### config.mk
export PLATFORM = sky130hd
export DESIGN_NAME = apb_cfg_seq
export DESIGN_NICKNAME = d
export VERILOG_FILES = /design/src/rtl/apb_cfg_seq_pkg.sv /design/src/rtl/apb_cfg_seq_fifo.sv /design/src/rtl/apb_cfg_seq.sv
export SDC_FILE = /design/constraint.sdc
export NUM_CORES = 1
export LEC_CHECK = 0
export CAP_MARGIN = 20
export CORE_AREA = 2 2 155 157
export DETAILED_ROUTE_END_ITERATION = 7
export DIE_AREA = 0 0 157 159
export PLACE_DENSITY = 0.8
export SLEW_MARGIN = 20
export SYNTH_ARGS = -nofsm -noshare
export SYNTH_HDL_FRONTEND = slang
export SYNTH_SLANG_ARGS = --single-unit
### constraint.sdc
create_clock -name HCLK -period 4.9 [get_ports HCLK]
set_input_delay 0.98 -clock HCLK [delete_from_list [all_inputs] [get_ports HCLK]]
set_output_delay 0.98 -clock HCLK [all_outputs]
set_load 0.02 [all_outputs]
### src/rtl/apb_cfg_seq_pkg.sv
`default_nettype none
// ============================================================================
// Module      : apb_cfg_seq_pkg
// Description : Shared types for the APB configuration sequencer: FSM state
//               encoding, response error codes and the queued command record.
// Revision    : 1.0 - initial release
// ============================================================================
package apb_cfg_seq_pkg;

  // Commands carry a full 32-bit address field. The top truncates it to
  // APB_ADDR_WIDTH, so any address width up to 32 bits fits.
  localparam int c_CMD_ADDR_W = 32;

  typedef enum logic [2:0] {
    ST_IDLE      = 3'd0,
    ST_SETUP     = 3'd1,
    ST_ACCESS    = 3'd2,
    ST_RB_SETUP  = 3'd3,
    ST_RB_ACCESS = 3'd4,
    ST_RESP      = 3'd5
  } state_e;

  typedef enum logic [1:0] {
    ERR_OK       = 2'b00,
    ERR_SLVERR   = 2'b01,
    ERR_TIMEOUT  = 2'b10,
    ERR_MISMATCH = 2'b11
  } err_e;

  typedef struct packed {
    logic                    write;
    logic [c_CMD_ADDR_W-1:0] addr;
    logic [31:0]             wdata;
  } cmd_t;

  // A readback mismatches when any bit selected by the mask differs from the
  // value that was written.
  function automatic logic rb_mismatch(input logic [31:0] rd,
                                       input logic [31:0] wr,
                                       input logic [31:0] mask);
    return ((rd ^ wr) & mask) != 32'd0;
  endfunction

endpackage
`default_nettype wire

### src/rtl/apb_cfg_seq_fifo.sv
`default_nettype none
// ============================================================================
// Module      : apb_cfg_seq_fifo
// Description : Show-ahead synchronous FIFO that holds queued commands.
//               It ignores a push while full and a pop while empty. A push
//               and a pop on the same edge leave the count unchanged.
// Ports       : clk, rst    - clock, synchronous active-high reset
//               i_push/i_data - write side
//               i_pop/o_data  - read side (o_data is the current head)
//               o_full/o_empty - occupancy flags
// Revision    : 1.0 - initial release
// ============================================================================
module apb_cfg_seq_fifo #(
  parameter int WIDTH = 8,
  parameter int DEPTH = 4   // power of two, >= 2
) (
  input  logic             clk,
  input  logic             rst,
  input  logic             i_push,
  input  logic [WIDTH-1:0] i_data,
  input  logic             i_pop,
  output logic [WIDTH-1:0] o_data,
  output logic             o_full,
  output logic             o_empty
);

  localparam int c_PTR_W = $clog2(DEPTH);
  localparam int c_CNT_W = c_PTR_W + 1;

  logic [WIDTH-1:0]   r_mem [DEPTH];
  logic [c_PTR_W-1:0] r_wr_ptr;
  logic [c_PTR_W-1:0] r_rd_ptr;
  logic [c_CNT_W-1:0] r_count;
  logic               w_push;
  logic               w_pop;

  assign o_full  = (r_count == c_CNT_W'(DEPTH));
  assign o_empty = (r_count == '0);
  assign w_push  = i_push && !o_full;
  assign w_pop   = i_pop && !o_empty;
  assign o_data  = r_mem[r_rd_ptr];

  always_ff @(posedge clk) begin
    if (w_push) begin
      r_mem[r_wr_ptr] <= i_data;
    end
  end

  // The pointers wrap naturally because DEPTH is a power of two.
  always_ff @(posedge clk) begin
    if (rst) begin
      r_wr_ptr <= '0;
      r_rd_ptr <= '0;
      r_count  <= '0;
    end else begin
      if (w_push) begin
        r_wr_ptr <= r_wr_ptr + c_PTR_W'(1);
      end
      if (w_pop) begin
        r_rd_ptr <= r_rd_ptr + c_PTR_W'(1);
      end
      case ({w_push, w_pop})
        2'b10:   r_count <= r_count + c_CNT_W'(1);
        2'b01:   r_count <= r_count - c_CNT_W'(1);
        default: r_count <= r_count;
      endcase
    end
  end

endmodule
`default_nettype wire

### src/rtl/apb_cfg_seq.sv
`default_nettype none
// ============================================================================
// Module      : apb_cfg_seq
// Description : Queues configuration commands and runs each one as a single
//               APB transfer. It returns one response per command with a
//               2-bit error code (00 OK, 01 SLVERR, 10 TIMEOUT, 11 MISMATCH).
//               Only one APB transfer is outstanding at a time.
// Macro       : APB_CFG_SEQ_READBACK_EN - when defined, each successful write
//               is followed by a read of the same address. The read data is
//               compared with the write data under RB_MASK.
// Ports       : HCLK, HRESET           - clock, synchronous active-high reset
//               cmd_*                  - command channel (valid/ready)
//               rsp_*                  - response channel (valid/ready)
//               PADDR..PSLVERR         - APB master
//               busy_o                 - FSM active or commands queued
// Revision    : 1.0 - initial release
// ============================================================================
module apb_cfg_seq
  import apb_cfg_seq_pkg::*;
#(
  parameter int          APB_ADDR_WIDTH = 12,
  parameter int          FIFO_DEPTH     = 4,
  parameter int          TIMEOUT        = 16,
  parameter logic [31:0] RB_MASK        = 32'h7FFF_FFFF
) (
  input  logic                      HCLK,
  input  logic                      HRESET,
  input  logic                      cmd_valid_i,
  output logic                      cmd_ready_o,
  input  logic                      cmd_write_i,
  input  logic [APB_ADDR_WIDTH-1:0] cmd_addr_i,
  input  logic [31:0]               cmd_wdata_i,
  output logic                      rsp_valid_o,
  input  logic                      rsp_ready_i,
  output logic [31:0]               rsp_rdata_o,
  output logic [1:0]                rsp_err_o,
  output logic [APB_ADDR_WIDTH-1:0] PADDR,
  output logic [31:0]               PWDATA,
  output logic                      PWRITE,
  output logic                      PSEL,
  output logic                      PENABLE,
  input  logic [31:0]               PRDATA,
  input  logic                      PREADY,
  input  logic                      PSLVERR,
  output logic                      busy_o
);

  localparam int c_TMO_W = $clog2(TIMEOUT + 1);

  state_e             r_state;
  state_e             w_state_nxt;
  cmd_t               r_cmd;
  cmd_t               w_cmd_in;
  cmd_t               w_fifo_head;
  logic               w_fifo_full;
  logic               w_fifo_empty;
  logic               w_pop;
  logic [c_TMO_W-1:0] r_tmo_cnt;
  logic               w_tmo_hit;
  logic               w_in_setup;
  logic               w_in_access;
  logic               w_rsp_load;
  err_e               w_rsp_err_nxt;
  logic [31:0]        w_rsp_rdata_nxt;
  err_e               r_rsp_err;
  logic [31:0]        r_rsp_rdata;

  always_comb begin
    w_cmd_in                          = '0;
    w_cmd_in.write                    = cmd_write_i;
    w_cmd_in.addr[APB_ADDR_WIDTH-1:0] = cmd_addr_i;
    w_cmd_in.wdata                    = cmd_wdata_i;
  end

  apb_cfg_seq_fifo #(
    .WIDTH ($bits(cmd_t)),
    .DEPTH (FIFO_DEPTH)
  ) u_fifo (
    .clk     (HCLK),
    .rst     (HRESET),
    .i_push  (cmd_valid_i),
    .i_data  (w_cmd_in),
    .i_pop   (w_pop),
    .o_data  (w_fifo_head),
    .o_full  (w_fifo_full),
    .o_empty (w_fifo_empty)
  );

`ifdef APB_CFG_SEQ_READBACK_EN
  assign w_in_setup  = (r_state == ST_SETUP)  || (r_state == ST_RB_SETUP);
  assign w_in_access = (r_state == ST_ACCESS) || (r_state == ST_RB_ACCESS);
`else
  assign w_in_setup  = (r_state == ST_SETUP);
  assign w_in_access = (r_state == ST_ACCESS);
`endif

  // This is the TIMEOUT-th ACCESS cycle with PREADY low.
  assign w_tmo_hit = (r_tmo_cnt == c_TMO_W'(TIMEOUT - 1));

  always_comb begin
    w_state_nxt     = r_state;
    w_pop           = 1'b0;
    w_rsp_load      = 1'b0;
    w_rsp_err_nxt   = ERR_OK;
    w_rsp_rdata_nxt = '0;
    case (r_state)
      ST_IDLE: begin
        if (!w_fifo_empty) begin
          w_pop       = 1'b1;
          w_state_nxt = ST_SETUP;
        end
      end
      ST_SETUP: w_state_nxt = ST_ACCESS;
      ST_ACCESS: begin
        if (PREADY) begin
          if (PSLVERR) begin
            w_rsp_load    = 1'b1;
            w_rsp_err_nxt = ERR_SLVERR;
            w_state_nxt   = ST_RESP;
          end
`ifdef APB_CFG_SEQ_READBACK_EN
          else if (r_cmd.write) begin
            w_state_nxt = ST_RB_SETUP;
          end
`endif
          else begin
            w_rsp_load      = 1'b1;
            w_rsp_rdata_nxt = r_cmd.write ? 32'd0 : PRDATA;
            w_state_nxt     = ST_RESP;
          end
        end else if (w_tmo_hit) begin
          w_rsp_load    = 1'b1;
          w_rsp_err_nxt = ERR_TIMEOUT;
          w_state_nxt   = ST_RESP;
        end
      end
`ifdef APB_CFG_SEQ_READBACK_EN
      ST_RB_SETUP: w_state_nxt = ST_RB_ACCESS;
      ST_RB_ACCESS: begin
        if (PREADY) begin
          w_rsp_load  = 1'b1;
          w_state_nxt = ST_RESP;
          if (PSLVERR) begin
            w_rsp_err_nxt = ERR_SLVERR;
          end else begin
            w_rsp_rdata_nxt = PRDATA;
            w_rsp_err_nxt   = rb_mismatch(PRDATA, r_cmd.wdata, RB_MASK) ?
                              ERR_MISMATCH : ERR_OK;
          end
        end else if (w_tmo_hit) begin
          w_rsp_load    = 1'b1;
          w_rsp_err_nxt = ERR_TIMEOUT;
          w_state_nxt   = ST_RESP;
        end
      end
`endif
      ST_RESP: begin
        if (rsp_ready_i) begin
          // Go straight to the next queued command without an IDLE bubble.
          if (!w_fifo_empty) begin
            w_pop       = 1'b1;
            w_state_nxt = ST_SETUP;
          end else begin
            w_state_nxt = ST_IDLE;
          end
        end
      end
      default: w_state_nxt = ST_IDLE;
    endcase
  end

  always_ff @(posedge HCLK) begin
    if (HRESET) begin
      r_state     <= ST_IDLE;
      r_cmd       <= '0;
      r_tmo_cnt   <= '0;
      r_rsp_err   <= ERR_OK;
      r_rsp_rdata <= '0;
    end else begin
      r_state <= w_state_nxt;
      if (w_pop) begin
        r_cmd <= w_fifo_head;
      end
      if (w_rsp_load) begin
        r_rsp_err   <= w_rsp_err_nxt;
        r_rsp_rdata <= w_rsp_rdata_nxt;
      end
      // Every ACCESS phase is preceded by a SETUP cycle, so clearing there
      // restarts the count on each entry to ACCESS.
      if (w_in_setup) begin
        r_tmo_cnt <= '0;
      end else if (w_in_access && !PREADY) begin
        r_tmo_cnt <= r_tmo_cnt + c_TMO_W'(1);
      end
    end
  end

  assign PSEL        = w_in_setup || w_in_access;
  assign PENABLE     = w_in_access;
  assign PADDR       = r_cmd.addr[APB_ADDR_WIDTH-1:0];
  assign PWDATA      = r_cmd.wdata;
  // PWRITE is low during the readback phases.
  assign PWRITE      = r_cmd.write && ((r_state == ST_SETUP) || (r_state == ST_ACCESS));
  assign rsp_valid_o = (r_state == ST_RESP);
  assign rsp_rdata_o = r_rsp_rdata;
  assign rsp_err_o   = r_rsp_err;
  assign cmd_ready_o = !w_fifo_full;
  assign busy_o      = (r_state != ST_IDLE) || !w_fifo_empty;

endmodule
`default_nettype wire
* After elaboration in Yosys (flattened, before gate mapping) *
Memories as Yosys holds them, arrays and structs flattened. A register that Yosys moved wholly into a read port is not among the register bits.
Index checks and enable logic that the tools add are counted.

word-level totals
  word-level logic and storage cells = 61
  memories kept = 1
  bits in writable memories = 180
  input bits = 83
  register bits after elaboration = 49

operators by class
  add/subtract/negate cells = 5
  mux-type cells = 23
  equal/unequal tests = 10
  reduce and logical (&&, ||, !) cells = 15

memory list
  memory        depth  bits a word  read ports  clocked after Yosys merged registers in  wr ports  RTL line                text
  u_fifo.r_mem  4      45           1           1                                        1         apb_cfg_seq_fifo.sv:30  logic [WIDTH-1:0] r_mem [DEPTH];

operators with widths
  cell                                                                      number
  32-bit two-way mux                                                        4
  3-bit two-way mux                                                         4
  3-bit one-hot mux with 4 select lines                                     1
  1-bit two-way mux                                                         9
  3-bit == test (second input constant)                                     2
  3-bit zero test                                                           2
  2-bit two-way mux                                                         3
  3-bit one-hot mux with 2 select lines                                     1
  5-bit by 1-bit adder with 5-bit output (second input constant)            1
  5-bit by 4-bit == test with 1-bit output (second input constant)          1
  2-bit by 1-bit adder with 2-bit output (second input constant)            2
  1-bit logical AND                                                         4
  3-bit by 1-bit adder with 3-bit output (second input constant)            1
  3-bit by 1-bit == test with 1-bit output (second input constant)          1
  3-bit by 2-bit == test with 1-bit output (second input constant)          1
  1-bit zero test                                                           3
  3-bit inequality test (second input constant)                             1
  3-bit AND reduction                                                       1
  3-bit nonzero test                                                        1
  3-bit by 1-bit subtractor with 3-bit output (second input constant)       1
  2-bit by 1-bit == test with 1-bit output (second input constant)          1
  2-bit == test (second input constant)                                     1
  1-bit logical OR                                                          2
  2-bit by 1-bit inequality test with 1-bit output (second input constant)  1
  4 further kinds                                                           4

* Depth between registers and ports, before layout *
  depth after elaboration = 7
  depth in mapped cells = 10

* Cells and area by module *
Synthesis repeated with hierarchy kept, for this count alone.

second synthesis, totals
  cell total of the unflattened synthesis = 800
  area, all modules = 13784.5 um^2

modules (own cells, without submodules)
  module            cells each  times used  area each (um^2)
  apb_cfg_seq_fifo  393         1           9900.7
  apb_cfg_seq       407         1           3883.7

* Worst setup path after synthesis *
Ideal clock, no wire load.

  path kind = input-to-reg
  start = in rsp_ready_i
  end = reg u_fifo.r_count[2]
  arrival = 2718 ps
  required time = 4830 ps
  stages = 9
  buffers on the path = 1
  slack = 2112 ps
  cell sequence = nand3_1 > buf_2 > a211oi_4 > ha_1 > inv_1 > fa_1 > xor2_1 > or3_1 > a21oi_1

on the way
  longest elaborated chain between the ends = 5

ends and longest elaborated chain
  element                                                                             RTL line                text
  from (decl)                                                                         apb_cfg_seq.sv:34       input logic rsp_ready_i,
  1-bit two-way mux (*)                                                               apb_cfg_seq.sv:158      if (rsp_ready_i) begin
  1-bit one-hot mux with 2 select lines (*)                                           apb_cfg_seq.sv:106      case (r_state)
  1-bit logical AND (*)                                                               apb_cfg_seq_fifo.sv:40  assign w_pop = i_pop && !o_empty;
  net u_fifo.w_pop                                                                    apb_cfg_seq_fifo.sv:35  logic w_pop;
  2-bit by 1-bit == test with 1-bit output / 2-bit == test (equally long branches)    apb_cfg_seq_fifo.sv:62  case ({w_push, w_pop})
  3-bit one-hot mux with 2 select lines / 2-bit nonzero test (equally long branches)  n/a
  to (signal assigned)                                                                apb_cfg_seq_fifo.sv:63  2'b10: r_count <= r_count + c_CNT_W'(1);
  to (signal assigned)                                                                apb_cfg_seq_fifo.sv:64  2'b01: r_count <= r_count - c_CNT_W'(1);
  to (signal assigned)                                                                apb_cfg_seq_fifo.sv:65  default: r_count <= r_count;
  to (decl)                                                                           apb_cfg_seq_fifo.sv:33  logic [c_CNT_W-1:0] r_count;

Mark *: on every way through the listed nets, which the timed path passes. The rest lies on a longest branch.
A chain may end at the register's enable or synchronous reset.

* Worst setup path after layout *
  start = reg r_state[1]
  end = out PWRITE

on the way
  longest elaborated chain between the ends = 3

ends and longest elaborated chain
  element                                                                                                      RTL line            text
  from (decl)                                                                                                  apb_cfg_seq.sv:50   state_e r_state;
  from (signal assigned)                                                                                       apb_cfg_seq.sv:180  r_state <= w_state_nxt;
  3-bit by 1-bit == test with 1-bit output / 3-bit by 2-bit == test with 1-bit output (equally long branches)  apb_cfg_seq.sv:203  assign PWRITE = r_cmd.write && ((r_state == ST_SETUP) || (r_state == ST_ACCESS));
  1-bit logical OR (*)                                                                                         apb_cfg_seq.sv:203
  1-bit logical AND (*)                                                                                        apb_cfg_seq.sv:203
  to (decl)                                                                                                    apb_cfg_seq.sv:39   output logic PWRITE,

Every way passes the cells marked *; elsewhere a longest branch is shown, timed or not.

==> summary.md <==
| Metric | Value |
|---|---|
| Unrepaired setup endpoints after global routing | `no` |
| Worst-Skew Late Latency | `0.55 ns` |
| Top post-synthesis cells by area | `edfxtp_1 47%, dfxtp_1 16%, mux4_2 8.8%` |
| Number of max-cap violations | `0` |
| Arr. time, crit path | `approximately 2.5 ns` |
| Buf/Inv on CP | `2` |
| Rows | `56` |
| Place WS | `1.59 ns` |
| Root Driver | `clkbuf_16` |
| Vias in the first global route | `7,614` |
| Clock slew at reported path FFs | `0.06 ns` |
| Hold buffers post-CTS | `0` |
| Final #Nets | `around 990` |
| Post-synth ARST share | `0%` |
| Peak VDD IR | `0.344 mV` |
| #FFs+latches synth | `274` |
| Via count | `7,617` |
| Detail Placement HPWL | `15.8 mm` |
| Post-route minimum period | `3.47 ns` |
| PortBufs | `around 170` |
| Pleak | `between 4 and 5 nW` |
| P&R area growth vs syn | `21.1%` |
| # fillers | `between 1,500 and 2,000` |
| CP Capture Type | `output port` |
| Crit Path Max Fanout | `55` |
| HP Class | `reg -> reg` |
| Slowest CP cell | `clkdlybuf4s50_1` |
| Post-route ant nets | `0` |
| Synthesized Nets | `909` |
| Core area | `23,200 um2` |
| Synthesized instance count | `a little over 800` |
| TNS Setup | `0 ns` |
| Rel. slew slack | `between 30% and 40%` |
| Final worst path period share | `70.7%` |
| Worst Skew | `0.00986 ns` |
| Routability Congestion | `between 0.7 and 0.8` |
| Largest net degree at the start of global routing | `59` |
| Setup Fix Bufs, Post-CTS | `0` |
| DRT iter0 DRCs | `844` |
| Family with the most delay on the worst path | `buffers and inverters` |
| Initial Util | `between 40 and 50%` |
| Worst-margin pin slew | `1.03 ns` |
| TritonCTS Buffers | `27` |
| Synth top area share | `47.1%` |
| H-tree level count | `1` |
| Cell Count, Final, Fillers Out | `1,243` |
| Post-CTS Resized | `0` |
| Drt total wl | `roughly 28 mm` |
| CP max stage delay | `0.61 ns` |
| Vert. Die Dim | `159 um` |
| Distinct cells, synth | `between 40 and 50` |
| EDFF count, synth | `180` |
| # IOs | `167` |
| Top-count cell post-synth | `edfxtp_1` |
| Avg Inst Size Synth | `approximately 14 um2` |
| Run status | `complete, no violations` |
| Pwr Total | `7.65 mW` |
| Synth area leader | `edfxtp_1` |
| Vias/cell | `6.13` |
| Post-synth top cells | `180 x edfxtp_1, 94 x dfxtp_1, 84 x nand3_1` |
| Ys flop type | `edfxtp_1` |
| Final setup margin | `1.43 ns` |
| Die Wd | `157 um` |
| Drt wl/cell | `22.2 um` |
| CP startpoint kind | `flip-flop` |
| Max-slew violations | `0` |
| Drt drc | `0` |
| First-pass GRT wire length | `around 42 mm` |
| Fin util | `59.9%` |
| Drt pass-1 iters | `6` |
| Cell count after placement | `1,193` |
| Hold Vio Cnt, Final | `0` |
| Pwr Density | `551 nW/um2` |
| Sequential element share of the synthesized area | `63.5%` |
| Synthesized cell area | `11,500 um2` |
| WP data required | `3.92 ns` |
| Initial antenna violation count | `1` |
| Kind of critical path | `reg -> out` |
| CP cell instances | `buf_4 -> xnor2_1 -> nor2_1 -> and2_1 -> clkdlybuf4s50_1` |
| CTS tree | `done` |
| GRT Overall Usage | `21.6%` |
| CTS Buffer Depth | `3` |
| Clk sink count | `274` |
| Max Fclk | `0.289 GHz` |
| # setup viols final | `0` |
| Share of cells above drive strength 1 | `14.0%` |
| Yosys Warn Count | `0` |
| Die area | `25,000 um2` |
| Total gr overflow | `0` |
cell families after synthesis:
kind of cell | Yosys count | synth area share, %
flops | 274 | 63.5
compound gates | 178 | 10.6
simple gates | 168 | 8.33
buf+inv | 138 | 7.19
mux | 48 | 9.12
fa+ha+maj | 8 | 0.938
xor+xnor | 4 | 0.305
registers in the layout, indices dropped and copies added (netlist names):
register         flops
u_fifo.r_mem       180
PWDATA              32
rsp_rdata_o         32
PADDR               12
r_tmo_cnt            5
r_state              3
u_fifo.r_count       3
rsp_err_o            2
u_fifo.r_rd_ptr      2
u_fifo.r_wr_ptr      2
r_cmd                1
report_power, final:
part	switching [mW]	leakage, nW	total, mW	internal (mW)
Sequential	0.369	2.42	3.19	2.82
Combinational	1.28	1.61	2.22	0.947
Clock	0.901	0.473	2.24	1.34
Total	2.55	4.50	7.65	5.10
placed cells by master, fill, tap and decap left out, types with 4 or more instances in the layout:
cell	count
nand3_1	83
clkbuf_16	28
o211ai_1	45
bufinv_16	5
ha_1	7
clkdlybuf4s50_1	165
o21ai_0	37
nand4_1	45
o2111ai_1	45
a21o_1	4
and3_2	5
a21oi_1	42
mux4_2	45
inv_1	10
inv_6	4
dfxtp_1	91
nor2_1	10
buf_4	16
edfxtp_1	180
nand2_1	4
area by class of cell:
type | instances | area (um2) | area share, %
Timing Repair Buffer | 182 | 1780 | 12.8
Inverter | 12 | 57.6 | 0.414
Clock buffer | 30 | 718 | 5.17
Multi-Input combinational cell | 406 | 3380 | 24.4
Tap cell | 319 | 399 | 2.87
Clock inverter | 19 | 255 | 1.84
Sequential cell | 274 | 7290 | 52.5
Antenna cell | 1 | 2.50 | 0.0180
tightest hold or removal path: stages (launching register included):
cell	delay (ns)
dfxtp_1	0.30
o21ai_0	0.06
a21oi_1	0.06
per-layer routing:
metal	up-vias	part of all wire (%)	wire (um)	global-route usage, %
li1	3382	-	-	-
met1	3772	40	10900	28.1
met2	401	50	13600	36.1
met3	60	8.6	2360	4.68
met4	2	2.3	639	6.76
met5	-	0.047	13	0
final timing paths:
path                                   from                             end  slack, ns  cells after the start
setup / recovery    r_state[1]$_SDFFE_PP0P_                          PWRITE       1.43                      5
hold reg to reg   rsp_err_o[0]$_SDFFE_PP0P_       rsp_err_o[0]$_SDFFE_PP0P_       0.47                      2
hold / removal    rsp_err_o[0]$_SDFFE_PP0P_       rsp_err_o[0]$_SDFFE_PP0P_       0.47                      2
setup reg to reg    r_state[0]$_SDFFE_PP0P_  u_fifo.r_count[2]$_SDFFE_PP0P_       2.12                      8
stage by stage:
step / hold slack [ns] / instance area, um2
floorplan: 0.462 / 11500
finish: 0.471 / 13900
global route: 0.495 / 13900
global placement: 0.459 / 12900
CTS: 0.473 / 13900
detailed placement: 0.465 / 12900
No activity file was read; power rests on OpenSTA's default activity.
